`config.mk`:
```
export PLATFORM = sky130hd
export DESIGN_NAME = axi_mem_tester
export DESIGN_NICKNAME = d
export VERILOG_FILES = /design/src/rtl/axi_mem_tester.sv
export SDC_FILE = /design/constraint.sdc
export NUM_CORES = 1
export LEC_CHECK = 0
export CAP_MARGIN = 20
export CELL_PAD_IN_SITES_DETAIL_PLACEMENT = 1
export CELL_PAD_IN_SITES_GLOBAL_PLACEMENT = 2
export CORE_MARGIN = 2
export CORE_UTILIZATION = 24
export CTS_CLUSTER_SIZE = 20
export DETAILED_ROUTE_END_ITERATION = 6
export GPL_TIMING_DRIVEN = 0
export HOLD_SLACK_MARGIN = 0.05
export PLACE_DENSITY = 0.77
export SYNTH_ARGS = -nofsm -noshare
export SYNTH_HDL_FRONTEND = slang
export SYNTH_SLANG_ARGS = --single-unit
```
`constraint.sdc`:
```
create_clock -name clk -period 3 [get_ports clk]
set_input_delay 0.6 -clock clk [delete_from_list [all_inputs] [get_ports clk]]
set_output_delay 0.6 -clock clk [all_outputs]
set_load 0.05 [all_outputs]
```
`src/rtl/axi_mem_tester.sv`:
```
// AXI4 memory tester: writes a pattern to NUM_WORDS consecutive words, reads them back
// and reports mismatches, error responses and handshake timeouts.
module axi_mem_tester #(
  parameter logic [31:0] BASE_ADDR = 32'h0100_0000,
  parameter int          NUM_WORDS = 16,
  parameter int          MODE      = 0,
  parameter logic [31:0] SEED      = 32'hAAAA_5555,
  parameter int          TIMEOUT   = 1024
) (
  input  logic        clk,
  input  logic        rst,
  input  logic        start,
  output logic [31:0] m_axi_awaddr,
  output logic        m_axi_awvalid,
  input  logic        m_axi_awready,
  output logic [31:0] m_axi_wdata,
  output logic [3:0]  m_axi_wstrb,
  output logic        m_axi_wvalid,
  input  logic        m_axi_wready,
  input  logic [1:0]  m_axi_bresp,
  input  logic        m_axi_bvalid,
  output logic        m_axi_bready,
  output logic [31:0] m_axi_araddr,
  output logic        m_axi_arvalid,
  input  logic        m_axi_arready,
  input  logic [31:0] m_axi_rdata,
  input  logic [1:0]  m_axi_rresp,
  input  logic        m_axi_rvalid,
  output logic        m_axi_rready,
  output logic        busy,
  output logic        done,
  output logic        pass,
  output logic [15:0] err_count,
  output logic [31:0] first_err_addr,
  output logic [7:0]  led
);

  typedef enum logic [2:0] {IDLE, WR_REQ, WR_RESP, RD_REQ, RD_RESP, FINISH} state_t;

  localparam logic [15:0] LAST_IDX = 16'(NUM_WORDS - 1);
  localparam logic [31:0] TO_LAST  = 32'(TIMEOUT - 1);

  state_t      r_state;
  state_t      w_state_nxt;
  logic [15:0] r_idx;
  logic [31:0] r_wait;
  logic        r_aw_done, r_w_done;
  logic [15:0] r_err_count;
  logic [31:0] r_first_err_addr;
  logic        r_done, r_pass, r_timeout;
  logic        r_wr_done, r_rd_done, r_berr, r_rerr;

  logic [31:0] w_addr, w_pattern;
  logic        w_aw_hs, w_w_hs, w_to_hit, w_pass_now;
  logic        w_err, w_berr, w_rerr, w_idx_inc, w_idx_clr;
  logic        w_wr_last, w_rd_last, w_to, w_run_start;

  assign w_addr     = BASE_ADDR + {14'd0, r_idx, 2'b00};
  assign w_to_hit   = (r_wait == TO_LAST);
  assign w_pass_now = (r_err_count == 16'd0) && !r_timeout;

  always_comb begin
    case (MODE)
      1:       w_pattern = ~w_addr;
      2:       w_pattern = SEED;
      default: w_pattern = w_addr;
    endcase
  end

  always_ff @(posedge clk or posedge rst) begin
    if (rst) r_state <= IDLE;
    else     r_state <= w_state_nxt;
  end

  always_comb begin
    w_state_nxt   = r_state;
    w_err         = 1'b0;
    w_berr        = 1'b0;
    w_rerr        = 1'b0;
    w_idx_inc     = 1'b0;
    w_idx_clr     = 1'b0;
    w_wr_last     = 1'b0;
    w_rd_last     = 1'b0;
    w_to          = 1'b0;
    w_run_start   = 1'b0;
    m_axi_awvalid = (r_state == WR_REQ) && !r_aw_done;
    m_axi_wvalid  = (r_state == WR_REQ) && !r_w_done;
    m_axi_bready  = (r_state == WR_RESP);
    m_axi_arvalid = (r_state == RD_REQ);
    m_axi_rready  = (r_state == RD_RESP);
    m_axi_awaddr  = m_axi_awvalid ? w_addr : 32'd0;
    m_axi_wdata   = m_axi_wvalid ? w_pattern : 32'd0;
    m_axi_wstrb   = m_axi_wvalid ? 4'b1111 : 4'b0000;
    m_axi_araddr  = m_axi_arvalid ? w_addr : 32'd0;
    w_aw_hs       = m_axi_awvalid && m_axi_awready;
    w_w_hs        = m_axi_wvalid && m_axi_wready;
    case (r_state)
      IDLE: begin
        if (start) begin
          w_run_start = 1'b1;
          w_state_nxt = WR_REQ;
        end
      end
      WR_REQ: begin
        // Address and data may complete in either order or together.
        if ((r_aw_done || w_aw_hs) && (r_w_done || w_w_hs)) begin
          w_state_nxt = WR_RESP;
        end else if (w_to_hit) begin
          w_to        = 1'b1;
          w_state_nxt = FINISH;
        end
      end
      WR_RESP: begin
        if (m_axi_bvalid) begin
          if (m_axi_bresp != 2'b00) begin
            w_err  = 1'b1;
            w_berr = 1'b1;
          end
          if (r_idx == LAST_IDX) begin
            w_idx_clr   = 1'b1;
            w_wr_last   = 1'b1;
            w_state_nxt = RD_REQ;
          end else begin
            w_idx_inc   = 1'b1;
            w_state_nxt = WR_REQ;
          end
        end else if (w_to_hit) begin
          w_to        = 1'b1;
          w_state_nxt = FINISH;
        end
      end
      RD_REQ: begin
        if (m_axi_arready) begin
          w_state_nxt = RD_RESP;
        end else if (w_to_hit) begin
          w_to        = 1'b1;
          w_state_nxt = FINISH;
        end
      end
      RD_RESP: begin
        if (m_axi_rvalid) begin
          w_rerr = (m_axi_rresp != 2'b00);
          w_err  = (m_axi_rdata != w_pattern) || (m_axi_rresp != 2'b00);
          if (r_idx == LAST_IDX) begin
            w_rd_last   = 1'b1;
            w_state_nxt = FINISH;
          end else begin
            w_idx_inc   = 1'b1;
            w_state_nxt = RD_REQ;
          end
        end else if (w_to_hit) begin
          w_to        = 1'b1;
          w_state_nxt = FINISH;
        end
      end
      FINISH:  w_state_nxt = IDLE;
      default: w_state_nxt = IDLE;
    endcase
  end

  always_ff @(posedge clk or posedge rst) begin
    if (rst) begin
      r_idx            <= 16'd0;
      r_wait           <= 32'd0;
      r_aw_done        <= 1'b0;
      r_w_done         <= 1'b0;
      r_err_count      <= 16'd0;
      r_first_err_addr <= 32'd0;
      r_done           <= 1'b0;
      r_pass           <= 1'b0;
      r_timeout        <= 1'b0;
      r_wr_done        <= 1'b0;
      r_rd_done        <= 1'b0;
      r_berr           <= 1'b0;
      r_rerr           <= 1'b0;
    end else begin
      // The wait counter only runs while parked in one waiting state.
      if ((w_state_nxt != r_state) || (r_state == IDLE) || (r_state == FINISH))
        r_wait <= 32'd0;
      else
        r_wait <= r_wait + 32'd1;
      r_aw_done <= (r_state == WR_REQ && w_state_nxt == WR_REQ) ? (r_aw_done || w_aw_hs) : 1'b0;
      r_w_done  <= (r_state == WR_REQ && w_state_nxt == WR_REQ) ? (r_w_done || w_w_hs) : 1'b0;
      if (w_run_start) begin
        r_idx            <= 16'd0;
        r_err_count      <= 16'd0;
        r_first_err_addr <= 32'd0;
        r_done           <= 1'b0;
        r_pass           <= 1'b0;
        r_timeout        <= 1'b0;
        r_wr_done        <= 1'b0;
        r_rd_done        <= 1'b0;
        r_berr           <= 1'b0;
        r_rerr           <= 1'b0;
      end else begin
        if (w_idx_clr)      r_idx <= 16'd0;
        else if (w_idx_inc) r_idx <= r_idx + 16'd1;
        if (w_err) begin
          if (r_err_count != 16'hFFFF) r_err_count <= r_err_count + 16'd1;
          if (r_err_count == 16'd0)    r_first_err_addr <= w_addr;
        end
        if (w_berr)    r_berr    <= 1'b1;
        if (w_rerr)    r_rerr    <= 1'b1;
        if (w_wr_last) r_wr_done <= 1'b1;
        if (w_rd_last) r_rd_done <= 1'b1;
        if (w_to)      r_timeout <= 1'b1;
        if (r_state == FINISH) begin
          r_done <= 1'b1;
          r_pass <= w_pass_now;
        end
      end
    end
  end

  assign busy           = (r_state != IDLE) && (r_state != FINISH);
  assign done           = r_done || (r_state == FINISH);
  assign pass           = (r_state == FINISH) ? w_pass_now : r_pass;
  assign err_count      = r_err_count;
  assign first_err_addr = r_first_err_addr;
  assign led            = {done, busy, r_rerr, r_berr, r_timeout, pass, r_rd_done, r_wr_done};

endmodule

```
# After elaboration in Yosys (flattened, before gate mapping)
# Index checks and enable logic that the tools add are counted.
[totals] in_bits=44 ff_bits=108 output_inout_bits=164
[op_classes] n_mux=63 n_reduce_logical=34 addsub=4 n_eq_ne=12
[op_table] op="32-bit two-way mux" n=4
[op_table] op="16-bit two-way mux" n=6
[op_table] op="26-bit two-way mux" n=3
[op_table] op="1-bit two-way mux" n=37
[op_table] op="16-bit by 1-bit adder with 16-bit output (second input constant)" n=2
[op_table] op="32-bit by 1-bit adder with 32-bit output (second input constant)" n=1
[op_table] op="32-bit by 10-bit == test with 1-bit output (second input constant)" n=1
[op_table] op="32-bit by 26-bit inequality test with 1-bit output" n=1
[op_table] op="25-bit by 18-bit adder with 26-bit output (first input constant)" n=1
[op_table] op="2-bit nonzero test" n=11
[op_table] op="3-bit two-way mux" n=7
[op_table] op="16-bit by 4-bit == test with 1-bit output (second input constant)" n=1
[op_table] op="16-bit logical NOT" n=1
[op_table] op="16-bit inequality test (second input constant)" n=1
[op_table] op="3-bit one-hot mux with 5 select lines" n=1
[op_table] op="1-bit logical AND" n=8
[op_table] op="3-bit by 1-bit == test with 1-bit output (second input constant)" n=2
[op_table] op="3-bit by 2-bit == test with 1-bit output (second input constant)" n=2
[op_table] op="3-bit == test (second input constant)" n=2
[op_table] op="1-bit logical OR" n=6
[op_table] op="3-bit nonzero test" n=2
[op_table] op="4-bit two-way mux" n=1
[op_table] op="1-bit one-hot mux with 2 select lines" n=2
[op_table] op="1-bit one-hot mux with 4 select lines" n=1
[op_table] op="6 further kinds" n=9

# Longest topological paths before layout
[depth] depth_word=11 ltp_mapped=9 ltp_nobuf=7

# Least setup slack after synthesis
# Ideal clock, no wire load.
[synth_path] path_kind="flip-flop to output port" from="register r_err_count[1] (netlist: err_count[1])" to="output led[2]" path_slack_ps=-489 n_path_buf=1 path_stages_with_launch=7 arrival_time_ps=2889 required_time_ps=2400 cell_sequence="dfrtp_1 > inv_1 > ha_1 > nor4b_1 > nand4_1 > o31ai_1 > buf_4"
[synth_via] elab_chain_len=3
[synth_rtl] item="start, declared" line="48" source="logic [15:0] r_err_count;"
[synth_rtl] item="start signal, assigned" line="199" source="if (r_err_count != 16'hFFFF) r_err_count <= r_err_count + 16'd1;"
[synth_rtl] item="16-bit logical NOT" line="60" source="assign w_pass_now = (r_err_count == 16'd0) && !r_timeout;"
[synth_rtl] item="1-bit logical AND" line="60"
[synth_rtl] item="1-bit two-way mux"
[synth_rtl] item="end, declared" line="35" source="output logic [7:0] led"
# No other way between the ends.

# Final worst setup path
[layout_path] from="register r_state[2]" to="output m_axi_wdata[10]"
[layout_via] elab_chain_len=3
[layout_rtl] item="start, declared" line="43" source="state_t r_state;"
[layout_rtl] item="start signal, assigned" line="72" source="else r_state <= w_state_nxt;"
[layout_rtl] item="3-bit by 1-bit == test with 1-bit output" line="87" source="m_axi_wvalid = (r_state == WR_REQ) && !r_w_done;"
[layout_rtl] item="1-bit logical AND" line="87"
[layout_rtl] item="26-bit two-way mux" line="92" source="m_axi_wdata = m_axi_wvalid ? w_pattern : 32'd0;"
[layout_rtl] item="end, declared" line="16" source="output logic [31:0] m_axi_wdata,"
# No other way between the ends.

==> metrics.txt <==
status complete, no violations; vias in the first global route 5,459; synthesized area per cell 8.65 um^2; Peak VDD IR 0.000258 V; unrepaired setup endpoints after global routing yes; Final Instance Count excl. Fillers 1,234; DIE WIDTH 161 um; effective utilization at floorplan 0.244; slack of the critical path 0.152 ns; FF+latch count, synth 93; hpwl dp 14.8 mm; Crit. Startpoint r_state[2]; slew margin rel. 0.501; Final TNS setup 0 ns; Area growth, synth to finish 41.4%; largest buffer count on any clock path 2; CTS root buf clkbuf_16; clock latency at the later pin of the worst-skew pair 0.35 ns; CTS tree built; FP Rows 57; Yosys cell types 53; DP Cell Count 1,216; Final Routed Wirelength 19.2 mm; DRC errors left 0; Worst EP arrival 2.25 ns; Critical Path Fanout Max 15; delay-heaviest family, CP buffers and inverters; Slowest cell on crit path dfrtp_1; DR vias 5,421; Total GRT Usage 0.149; crit path cell chain clkbuf_2, inv_1, nand3_1, nor2_2, clkbuf_4, and2_1, clkdlybuf4s15_2; ANT nets after route 0; initial antenna violation count 0; Top FF cell, synth dfrtp_1; I/O pin count 208; Async SR Flop Fraction 1.00; Ys Warns 0; Crit Path Class flip-flop to output port; Max Fclk 0.351 GHz; pre-CTS setup slack -0.435 ns; largest net degree at the start of global routing 41; max cap viols 0; fillers 2,908; ANT cells 0; clock sinks 93; crit share post-route 0.949; IO Port Bufs 147; clock-pin slew of the registers on the worst-case setup and hold paths 0.07 ns; final setup skew 0.00954 ns; Worst setup SP type flip-flop; Yosys top cell area share 0.393; Worst Hold Class flip-flop to flip-flop; via/cell ratio 4.39; WP buf/inv 4; drt first pass iters 4; cts bufs inserted 9; CTS H-Tree Depth 3; Hold Path Origin r_rerr; share of cells above drive strength 1 0.196; Final Setup Violations 0; Placer Congestion 0.769; Final Hold Fails 0; leading area contributor after synthesis dfrtp_1; RR Startpoint r_idx[8]; Crit path largest cell delay 0.44 ns; Pleak 3.72 nW; number of enable flip-flop cells after synthesis 0; Crit path required time 2.40 ns; Mapped Area 0.00592 mm^2; register area share after synthesis 0.393; most frequent cell after synthesis dfrtp_1; DIE HEIGHT 161 um; CP Capture Type output port; synthesized netlist cell count 684; core footprint 0.0242 mm^2; Min Clock Period, post-route 2.85 ns; first-pass GRT wire length 30.5 mm; Synth top cells by count dfrtp_1, nor2_1, buf_4; reg2reg setup slack 0.29 ns; Power Density 621 mW/mm^2; Iteration-0 DRC Markers 187; Worst Tran Pin Value 0.743 ns; grt ovf 0; die area 0.0259 mm^2; NumNets Final 953; max-slew violations 0; wire per inst 15.6 um; largest cells by area after synthesis dfrtp_1, buf_4, xnor2_1
## final cells by class
| class | count | area [um^2] | share of cell area |
|---|---|---|---|
| multi-input cells | 513 | 3030 | 0.363 |
| flip-flops and latches | 93 | 2330 | 0.278 |
| repair buffers | 151 | 1430 | 0.171 |
| plain buffers | 108 | 726 | 0.0868 |
| well taps | 324 | 405 | 0.0485 |
| clock buffers | 10 | 239 | 0.0286 |
| inverters | 29 | 113 | 0.0135 |
| clock inverters | 6 | 93.8 | 0.0112 |
## power by group
group	leakage (nW)	internal (mW)	total, mW	switching (mW)
combinational	2.27	0.778	2.43	1.65
clock	0.159	0.759	1.27	0.513
sequential	1.29	1.35	1.49	0.136
total	3.72	2.89	5.19	2.30
## flip-flops by register name, summed over array words and instances, names as in the netlist, 3 cells and up
name,flops
r_idx,16
first_err_addr,17
err_count,16
r_wait,32
r_state,3
## final timing paths
check	endpoint	depth (start not counted)
worst max register to register	err_count[11]	9
worst min register to register	r_rerr	2
max in group asynchronous	err_count[4]	3
worst min-delay path	r_rerr	2
worst max-delay path	m_axi_wdata[10]	7
min in group asynchronous	r_wait[7]	2
## placed cells by master, fill, tap and decap left out, drive strengths merged, types with 14 or more instances in the layout
master,instances
a21oi,21
and2,40
buf,98
clkbuf,45
clkdlybuf4s15,20
clkdlybuf4s50,85
conb,60
dfrtp,93
dlygate4sd2,16
inv,29
mux2i,15
nand2,42
nand3,29
nand4,23
nor2,76
nor3,26
nor4,18
o21ai,22
or3,14
xnor2,44
xor2,15
## per-layer routing
metal,vias to the layer above,global-route usage,wire [um]
met2,128,0.258,9530
met5,-,0,0
li1,2622,-,-
met1,2662,0.192,8570
met3,9,0.0318,983
met4,0,0.0288,137
## through the flow
| step | hold WS [ns] | util | power (mW) | cell area (um^2) |
|---|---|---|---|---|
| after global routing | 0.523 | 0.345 | 5.48 | 8360 |
| after floorplan | 0.451 | - | 3.20 | 6150 |
| after CTS | 0.492 | 0.347 | 5.25 | 8410 |
| final | 0.493 | 0.345 | 5.19 | 8360 |
| after global placement | 0.469 | 0.331 | 3.94 | 8020 |
| after detailed placement | 0.476 | 0.333 | 3.97 | 8060 |
## cells by family after synthesis
logic type | count (synthesis) | share of synthesized area
mux | 19 | 0.0330
fa+ha+maj | 4 | 0.00846
simple gates | 310 | 0.277
flops | 93 | 0.393
buf+inv | 137 | 0.139
other cells | 1 | 0.000634
compound gates | 61 | 0.0613
xor+xnor | 59 | 0.0873
## timing repair
action,CTS,global route
setup buffers,0,2
pin swaps,0,2
hold buffers,0,0
resized for setup,147,55
endpoints found under the setup margin,73,100
## tightest hold or removal path, cell delays in order, from the launching register on
cell     delay [ns]
dfrtp_1        0.34
nand2_1        0.05
o21ai_0        0.06
No activity file was read; power rests on OpenSTA's default activity.
